===== src/rtl/conv_pkg.sv =====
// Shared types and sizing for the convolution sequencer: state encoding, filter geometry, address widths.
package conv_pkg;

    localparam int K      = 4;
    localparam int TAPS   = K * K;
    localparam int MEM_AW = 10;
    localparam int BUF_AW = 6;

    typedef enum logic [2:0] {
        IDLE,
        CLR,
        LD_FILT,
        LD_ROWS,
        FILL,
        MAC,
        WR,
        DONE
    } convStateT;

    // Registered enable group, one bit per datapath strobe.
    typedef struct packed {
        logic busy;
        logic done;
        logic winRst;
        logic wEnFilter;
        logic wEnBuff;
        logic writeEnwindow;
        logic readEnmac;
        logic addEn;
        logic wrEnMem;
    } ctrlT;

    function automatic int cntWidth(input int range);
        return (range > 1) ? $clog2(range) : 1;
    endfunction

endpackage


===== src/rtl/conv_addr_gen.sv =====
// Purpose: row/column/step/tap counters and the memory/buffer/filter addresses they imply.
// Latency: addresses are combinational from registered state and counters, so they line up with the enables.
// Backpressure: none; counters only move on FSM step strobes.
module conv_addr_gen
    import conv_pkg::*;
#(
    parameter int IMG_W       = 16,
    parameter int IMG_H       = 16,
    parameter int FILTER_BASE = 0,
    parameter int IMG_BASE    = 4,
    parameter int OUT_BASE    = 512
) (
    input  logic              clk,
    input  logic              rst,
    input  convStateT         state,
    input  logic              runClr,
    input  logic              kStep,
    input  logic              tStep,
    input  logic              colStep,
    input  logic              rowStep,
    output logic              phaseLast,
    output logic              colLast,
    output logic              rowLast,
    output logic [5:0]        filterCount,
    output logic [5:0]        macCount,
    output logic [MEM_AW-1:0] memAddress,
    output logic [BUF_AW-1:0] buffAddress
);

    localparam int WPR       = IMG_W / K;
    localparam int ROW_WORDS = K * WPR;
    localparam int OUT_W     = IMG_W - K + 1;
    localparam int COL_W     = cntWidth(OUT_W);
    localparam int ROW_W     = cntWidth(IMG_H - K + 1);
    localparam int TW        = cntWidth(TAPS);

    logic [BUF_AW-1:0] k;
    logic [TW-1:0]     t;
    logic [COL_W-1:0]  col;
    logic [ROW_W-1:0]  r;

    // k and t restart at zero whenever their phase is not being extended.
    always_ff @(posedge clk or negedge rst) begin
        if (!rst) begin
            k   <= '0;
            t   <= '0;
            col <= '0;
            r   <= '0;
        end else begin
            k <= kStep ? k + BUF_AW'(1) : '0;
            t <= tStep ? t + TW'(1) : '0;
            if (runClr) begin
                col <= '0;
                r   <= '0;
            end else if (colStep) begin
                col <= col + COL_W'(1);
            end else if (rowStep) begin
                col <= '0;
                r   <= r + ROW_W'(1);
            end
        end
    end

    always_comb begin
        phaseLast   = 1'b0;
        colLast     = (col == COL_W'(IMG_W - K));
        rowLast     = (r == ROW_W'(IMG_H - K));
        filterCount = '0;
        macCount    = '0;
        memAddress  = '0;
        buffAddress = '0;
        case (state)
            LD_FILT: begin
                phaseLast   = (k == BUF_AW'(K - 1));
                filterCount = k << 2;
                memAddress  = MEM_AW'(FILTER_BASE) + MEM_AW'(k);
            end
            LD_ROWS: begin
                phaseLast   = (k == BUF_AW'(ROW_WORDS - 1));
                buffAddress = k;
                memAddress  = MEM_AW'(IMG_BASE) + MEM_AW'(r) * MEM_AW'(WPR) + MEM_AW'(k);
            end
            FILL: begin
                // Column 0 primes the whole window; later pixels only shift in the new right column.
                phaseLast   = (col != '0) || (k == BUF_AW'(K - 1));
                buffAddress = (col == '0) ? k : BUF_AW'(col) + BUF_AW'(K - 1);
            end
            MAC: begin
                phaseLast   = (t == TW'(TAPS - 1));
                filterCount = 6'(t);
                macCount    = 6'(t) + 6'd1;
            end
            WR: begin
                memAddress = MEM_AW'(OUT_BASE) + MEM_AW'(r) * MEM_AW'(OUT_W) + MEM_AW'(col);
            end
            default: ;
        endcase
    end

endmodule


===== src/rtl/conv_controller.sv =====
// Purpose: run sequencer for the 4x4 convolution datapath (filter load, row loads, window fill, MAC, write-back).
// Latency: enables are registered from the next state, so they coincide with the state they belong to.
// Backpressure: none; start is only honoured in IDLE and ignored while busy.
module conv_controller
    import conv_pkg::*;
#(
    parameter int IMG_W       = 16,
    parameter int IMG_H       = 16,
    parameter int FILTER_BASE = 0,
    parameter int IMG_BASE    = 4,
    parameter int OUT_BASE    = 512
) (
    input  logic              clk,
    input  logic              rst,
    input  logic              start,
    output logic              busy,
    output logic              done,
    output logic              wEnBuff,
    output logic              w_r_EnMem,
    output logic              wEnFilter,
    output logic              writeEnwindow,
    output logic              readEnmac,
    output logic              addEn,
    output logic              winRst,
    output logic [5:0]        filterCount,
    output logic [5:0]        macCount,
    output logic [MEM_AW-1:0] memAddress,
    output logic [BUF_AW-1:0] buffAddress
);

    if ((IMG_W % K) != 0 || IMG_W < K || IMG_H < K) begin : gBadGeometry
        $error("IMG_W must be a multiple of 4 and the image at least 4x4");
    end
    if (OUT_BASE + (IMG_H - K + 1) * (IMG_W - K + 1) > (1 << MEM_AW)) begin : gBadOutRegion
        $error("output region does not fit in the memory address space");
    end
    if (IMG_W > (1 << BUF_AW)) begin : gBadBuffer
        $error("four image rows do not fit in the main buffer");
    end

    convStateT state, nextState;
    ctrlT      ctrl, ctrlNext;
    logic      runClr, kStep, tStep, colStep, rowStep;
    logic      phaseLast, colLast, rowLast;

    always_ff @(posedge clk or negedge rst) begin
        if (!rst) begin
            state <= IDLE;
            ctrl  <= '0;
        end else begin
            state <= nextState;
            ctrl  <= ctrlNext;
        end
    end

    always_comb begin
        nextState = state;
        runClr    = 1'b0;
        kStep     = 1'b0;
        tStep     = 1'b0;
        colStep   = 1'b0;
        rowStep   = 1'b0;
        case (state)
            IDLE:    if (start) begin nextState = CLR; runClr = 1'b1; end
            CLR:     nextState = LD_FILT;
            LD_FILT: if (phaseLast) nextState = LD_ROWS; else kStep = 1'b1;
            LD_ROWS: if (phaseLast) nextState = FILL;    else kStep = 1'b1;
            FILL:    if (phaseLast) nextState = MAC;     else kStep = 1'b1;
            MAC:     if (phaseLast) nextState = WR;      else tStep = 1'b1;
            WR: begin
                if (!colLast) begin
                    nextState = FILL;
                    colStep   = 1'b1;
                end else if (!rowLast) begin
                    nextState = LD_ROWS;
                    rowStep   = 1'b1;
                end else begin
                    nextState = DONE;
                end
            end
            DONE:    nextState = IDLE;
            default: nextState = IDLE;
        endcase

        ctrlNext      = '0;
        ctrlNext.busy = (nextState != IDLE);
        case (nextState)
            CLR:     ctrlNext.winRst        = 1'b1;
            LD_FILT: ctrlNext.wEnFilter     = 1'b1;
            LD_ROWS: ctrlNext.wEnBuff       = 1'b1;
            FILL:    ctrlNext.writeEnwindow = 1'b1;
            MAC: begin
                ctrlNext.readEnmac = 1'b1;
                ctrlNext.addEn     = 1'b1;
            end
            WR:      ctrlNext.wrEnMem       = 1'b1;
            DONE:    ctrlNext.done          = 1'b1;
            default: ;
        endcase
    end

    assign busy          = ctrl.busy;
    assign done          = ctrl.done;
    assign winRst        = ctrl.winRst;
    assign wEnFilter     = ctrl.wEnFilter;
    assign wEnBuff       = ctrl.wEnBuff;
    assign writeEnwindow = ctrl.writeEnwindow;
    assign readEnmac     = ctrl.readEnmac;
    assign addEn         = ctrl.addEn;
    assign w_r_EnMem     = ctrl.wrEnMem;

    conv_addr_gen #(
        .IMG_W      (IMG_W),
        .IMG_H      (IMG_H),
        .FILTER_BASE(FILTER_BASE),
        .IMG_BASE   (IMG_BASE),
        .OUT_BASE   (OUT_BASE)
    ) uAddrGen (
        .clk        (clk),
        .rst        (rst),
        .state      (state),
        .runClr     (runClr),
        .kStep      (kStep),
        .tStep      (tStep),
        .colStep    (colStep),
        .rowStep    (rowStep),
        .phaseLast  (phaseLast),
        .colLast    (colLast),
        .rowLast    (rowLast),
        .filterCount(filterCount),
        .macCount   (macCount),
        .memAddress (memAddress),
        .buffAddress(buffAddress)
    );

endmodule


===== config.mk =====
export PLATFORM = sky130hd
export DESIGN_NAME = conv_controller
export DESIGN_NICKNAME = d
export VERILOG_FILES = /design/src/rtl/conv_pkg.sv /design/src/rtl/conv_addr_gen.sv /design/src/rtl/conv_controller.sv
export SDC_FILE = /design/constraint.sdc
export NUM_CORES = 1
export LEC_CHECK = 0
export ABC_AREA = 1
export CORE_MARGIN = 1
export CORE_UTILIZATION = 45
export DETAILED_ROUTE_END_ITERATION = 16
export GPL_ROUTABILITY_DRIVEN = 1
export GPL_TIMING_DRIVEN = 1
export MAX_ROUTING_LAYER = met4
export PLACE_DENSITY_LB_ADDON = 0.3
export SLEW_MARGIN = 10
export SYNTH_ARGS = -nofsm -noshare
export SYNTH_HDL_FRONTEND = slang
export SYNTH_SLANG_ARGS = --single-unit
export TNS_END_PERCENT = 5

===== constraint.sdc =====
create_clock -name clk -period 8.8 [get_ports clk]
set_clock_uncertainty 0.1 [all_clocks]
set_input_delay 2.64 -clock clk [delete_from_list [all_inputs] [get_ports clk]]
set_output_delay 2.64 -clock clk [all_outputs]
set_load 0.05 [all_outputs]

### Word-level counts from Yosys, hierarchy flattened

Cells that the tools add are included.

* word-level logic and storage cells: 93
* flip-flop bits (word level): 30
* input bits: 3
* output and inout bits: 37

* multipliers: 1
* add/sub/neg operators: 10
* multiplexer cells: 39
* equality and inequality tests: 20
* reduce and logical (&&, ||, !) cells: 9

Operator list (count)
* $pmux 10 s3: 1
* $mux 4: 7
* $eq 3x3->1 const B: 8
* $pmux 3 s8: 1
* $pmux 6 s2: 2
* $mux 3: 7
* $mux 6: 3
* $mux 1: 16
* $add 4x1->4 const B: 3
* $eq 3x2->1 const B: 4
* $eq 4x4->1 const B: 3
* $add 10x4->10: 1
* $add 10x6->10: 1
* $add 10x8->10 const A: 1
* $mul 4x4->8 const B: 1
* $add 3x6->7 const A: 1
* $add 6x1->6 const B: 1
* $eq 3x1->1 const B: 2
* $eq 6x2->1 const B: 1
* $eq 6x4->1 const B: 1
* $reduce_bool 3->1: 2
* $add 4x1->5 const B: 1
* $add 4x2->5 const B: 1
* $logic_not 4->1: 1
* 9 further kinds: 9

### Depth between registers and ports, before layout

* depth in word-level cells: 7
* gate-level depth with buffers: 13
* mapped depth without buffers: 13

### By module

A second synthesis with hierarchy kept.

* cell total of the unflattened synthesis: 338
* area, all modules: 2557.5 sq um

By module, submodules not included
* conv_addr_gen: seq. area each 450.4 sq um, cells each 268, area each 1913.1 sq um, times used 1
* conv_controller: seq. area each 275.3 sq um, cells each 70, area each 644.4 sq um, times used 1

### Worst setup path before layout

Ideal clock, no wire load.

* kind: register to output
* start point: register uAddrGen.r[0]
* end point: output port memAddress[6]
* path buffers: 0
* cell stages (with the launch flop): 13
* slack: 2.826 ns
* data required time: 6.060 ns
* arrival time: 3.234 ns
* path through: dfrtp_1 -> inv_1 -> ha_1 -> ha_1 -> fa_1 -> ha_1 -> a21oi_1 -> nand2_1 -> nand2_1 -> nand2_1 -> a21oi_1 -> xor2_1 -> o22ai_1

* longest elaborated chain between the ends: 4
* elaborated cells on any way between the ends: 6
* those cells by class: add/sub: 4; mul: 1; mux: 1

Ends and longest elaborated chain
* from (decl): RTL line conv_addr_gen.sv:40 `logic [ROW_W-1:0] r;`
* from (signal assigned): RTL line conv_addr_gen.sv:59 `r <= r + ROW_W'(1);`
* $mul 4x4->8: RTL line conv_addr_gen.sv:94 `memAddress = MEM_AW'(OUT_BASE) + MEM_AW'(r) * MEM_AW'(OUT_W) + MEM_AW'(col);`
* $add 10x8->10: RTL line conv_addr_gen.sv:94
* $add 10x4->10: RTL line conv_addr_gen.sv:94
* $pmux 10 s3 (*): RTL line conv_addr_gen.sv:72 `case (state)`
* to (decl): RTL line conv_controller.sv:27 `output logic [MEM_AW-1:0] memAddress,`

Every way passes the cells marked *; elsewhere a longest branch is shown, timed or not.

### Worst setup path in the final report

Same ends and word-level chain as after synthesis.

==> run metrics <==
Mapped Cells 313; measured slew at the worst slew-check pin 511 ps; Setup violations, final 0; reg2reg path depth 11; layout cells sized above 1 8.43%; CTS tree done; fin. max-slew vios 0; synthesis-stage register bit count 29; Yosys Warn Count 0; Total Wirelength 5830 um; drt drc 0; critical path type flip-flop to output port; Leakage 1.45 nW; Peak VDD IR 0.000147 V; DIE AREA 5590 um2; post-synthesis sequential area ratio 30.4%; htree depth 2; RSZ-0062 raised after global routing false; drt via density 5.22; final hold vios 0; Setup crit start uAddrGen.r[0]$_DFFE_PN0P_; starting density of the core 46.7%; Reg power frac 43.8%; Clock Power Share 54.7%; vias 2223; relative slew slack 65.8%; TritonCTS Buffers 5; Clk Tree Root Cell clkbuf_8; pwr dens 103 nW/um2; placer congestion estimate 1.00; FF-to-FF End uAddrGen.col[3]$_DFFE_PN0P_; setup TNS 0 ps; Post-Syn Area per Cell 7.62 um2; syn nets 349; Post-CTS Hold Buffers 0; Setup WS pre-CTS 2460 ps; Remaining Overflow, GRT 0; num rows 26; status finished clean; I/O pin cnt 40; global-route wire length before repair 9590 um; crit start category flip-flop; initial drt markers 170; DR pass1 iterations 5; fin crit period 6670 ps; Area growth syn-to-layout 24.4%; most frequent cells in the layout nand2_1, inv_1, clkdlybuf4s50_1; CP required 6060 ps; # resized after CTS 0; NetSw 57.8 uW; FF-to-FF setup slack 6610 ps; worst r2r src uAddrGen.col[0]$_DFFE_PN0P_; Die Wd 74.8 um; Setup crit end kind output port; switch share 19.0%; Clock Tree Buf Depth 2; total of max-cap violations 0; Post-CTS Setup Inserts 0; n_diodes 0; post-synthesis cell type count 36; Internal Dissipation 247 uW; end point of the critical path memAddress[6]; Final ANT Viol Nets 0; clk slew on worst S/H paths 60 ps; pin count of the biggest net entering global routing 30; Die Span Y 74.8 um; most common cell after layout, fill and taps aside nand2_1; Comb power frac 1.5%; crit-path max FO 7; nets@finish 391; number of global-route vias before repair 2055; clock sinks 29; Port Buffers 38; Hold WC Path Type flip-flop to flip-flop; Skew-Pair Late Insertion Delay 280 ps; synthesized cell area 2380 um2; Tcrit/Tclk final 75.8%; worst setup margin 2130 ps; crit path DAT 3930 ps; Wirelength per Cell 13.7 um; core area 5110 um2; FMAX 0.150 GHz; initial antenna violation count 0; global-route usage over all layers 23.5%; dpl hpwl 4520 um
-- cell families (layout without fill, tap and decap cells) --
kind of cell | Yosys count | after routing | share of synthesized area, %
simple gates | 132 | 132 | 25.2
compound gates | 56 | 56 | 14.4
buf+inv | 56 | 99 | 9.34
fa+ha+maj | 33 | 33 | 18.3
flops | 29 | 29 | 30.4
xor+xnor | 6 | 6 | 2.20
other cells | 1 | 1 | 0.157
-- through the flow --
step	utilization [%]	cell area (um2)	power [mW]	hold slack, ps	std cells
2_1_floorplan	-	2380	0.137	354	313
3_3_place_gp	55.4	2830	0.141	371	418
3_5_place_dp	55.4	2830	0.141	387	418
4_1_cts	58.1	2970	0.306	396	426
5_1_grt	58.1	2970	0.313	458	426
6_report	58.1	2970	0.305	397	426
-- worst min-delay path by stage --
stage                             from                 endpoint  slack [ps]  cells after the start
5_1_grt        uAddrGen.k[0]$_DFF_PN0_  uAddrGen.k[0]$_DFF_PN0_         460                      1
2_1_floorplan  uAddrGen.k[0]$_DFF_PN0_  uAddrGen.k[0]$_DFF_PN0_         350                      1
3_3_place_gp   uAddrGen.k[0]$_DFF_PN0_  uAddrGen.k[0]$_DFF_PN0_         370                      1
4_1_cts        uAddrGen.k[0]$_DFF_PN0_  uAddrGen.k[0]$_DFF_PN0_         400                      1
6_report       uAddrGen.k[0]$_DFF_PN0_  uAddrGen.k[0]$_DFF_PN0_         400                      1
3_5_place_dp   uAddrGen.k[0]$_DFF_PN0_  uAddrGen.k[0]$_DFF_PN0_         390                      1
-- power groups by stage --
stage | clock network (mW) | logic, mW | registers [mW]
after floorplan | 0 | 0.00127 | 0.136
after detailed placement | 0 | 0.00485 | 0.136
after CTS | 0.167 | 0.00486 | 0.133
final | 0.167 | 0.00459 | 0.133
after global placement | 0 | 0.00480 | 0.136
after global routing | 0.174 | 0.00546 | 0.133
-- registers in the layout, summed over array words and instances, names as in the netlist --
register and count:
uAddrGen.k 6, uAddrGen.col 4, uAddrGen.r 4, uAddrGen.t 4, state 3, addEn 1
busy 1, done 1, wEnBuff 1, wEnFilter 1, w_r_EnMem 1, winRst 1
writeEnwindow 1
-- Yosys cell counts --
master    count  area, um2
o21ai_1       2       10.0
inv_2         4       15.0
nor3_1        3       15.0
dfrtp_1      29        726
nand4_1       5       31.3
nor2_4        1       11.3
o21ai_4       1       16.3
fa_1          3       60.1
inv_1        47        176
nor2_8        1       20.0
clkinv_1      1       3.75
nand3_1      19       95.1
buf_4         3       22.5
a21oi_1      13       65.1
o32ai_1       2       17.5
buf_2         1       5.00
xnor2_1       2       17.5
o211a_1       1       10.0
nor2_2        1       6.26
or2_2         2       12.5
o21ai_2       1       8.76
nand2_1      55        206
nand2_2       6       37.5
xor2_1        4       35.0
o22ai_1       5       31.3
conb_1        1       3.75
a41oi_1       1       8.76
a31oi_1       2       12.5
o21ai_0      21        105
ha_1         30        375
nand3_2       3       30.0
o221ai_1      3       26.3
a21o_1        1       7.51
o21bai_1      2       15.0
a21oi_2       1       8.76
nor2_1       36        135
-- metal layers --
| metal | track usage [%] | up-vias | part of all wire [%] |
|---|---|---|---|
| li1 | - | 1121 | - |
| met2 | 36.7 | 81 | 46 |
| met4 | 6.50 | 0 | 1.3 |
| met3 | 4.69 | 11 | 5.1 |
| met5 | - | - | 0 |
| met1 | 30.9 | 1010 | 47 |
-- final cells by class --
cell class	instances	area, um2
Tap cell	70	87.6
Timing Repair Buffer	39	388
Sequential cell	29	726
Clock buffer	5	68.8
Fill cell	466	2140
Clock inverter	3	65.1
Inverter	52	195
Multi-Input combinational cell	228	1440
-- critical path: stages, from the launching register on --
cell and delay, ps:
dfrtp_1 460, inv_1 110, ha_1 350, ha_1 310, fa_1 490, ha_1 370, a21oi_1 160, nand2_1 100
nand2_1 90, nand2_1 60, a21oi_1 140, xor2_1 80, o22ai_1 100, clkdlybuf4s50_1 820
Power figures use the tool's default switching activity.
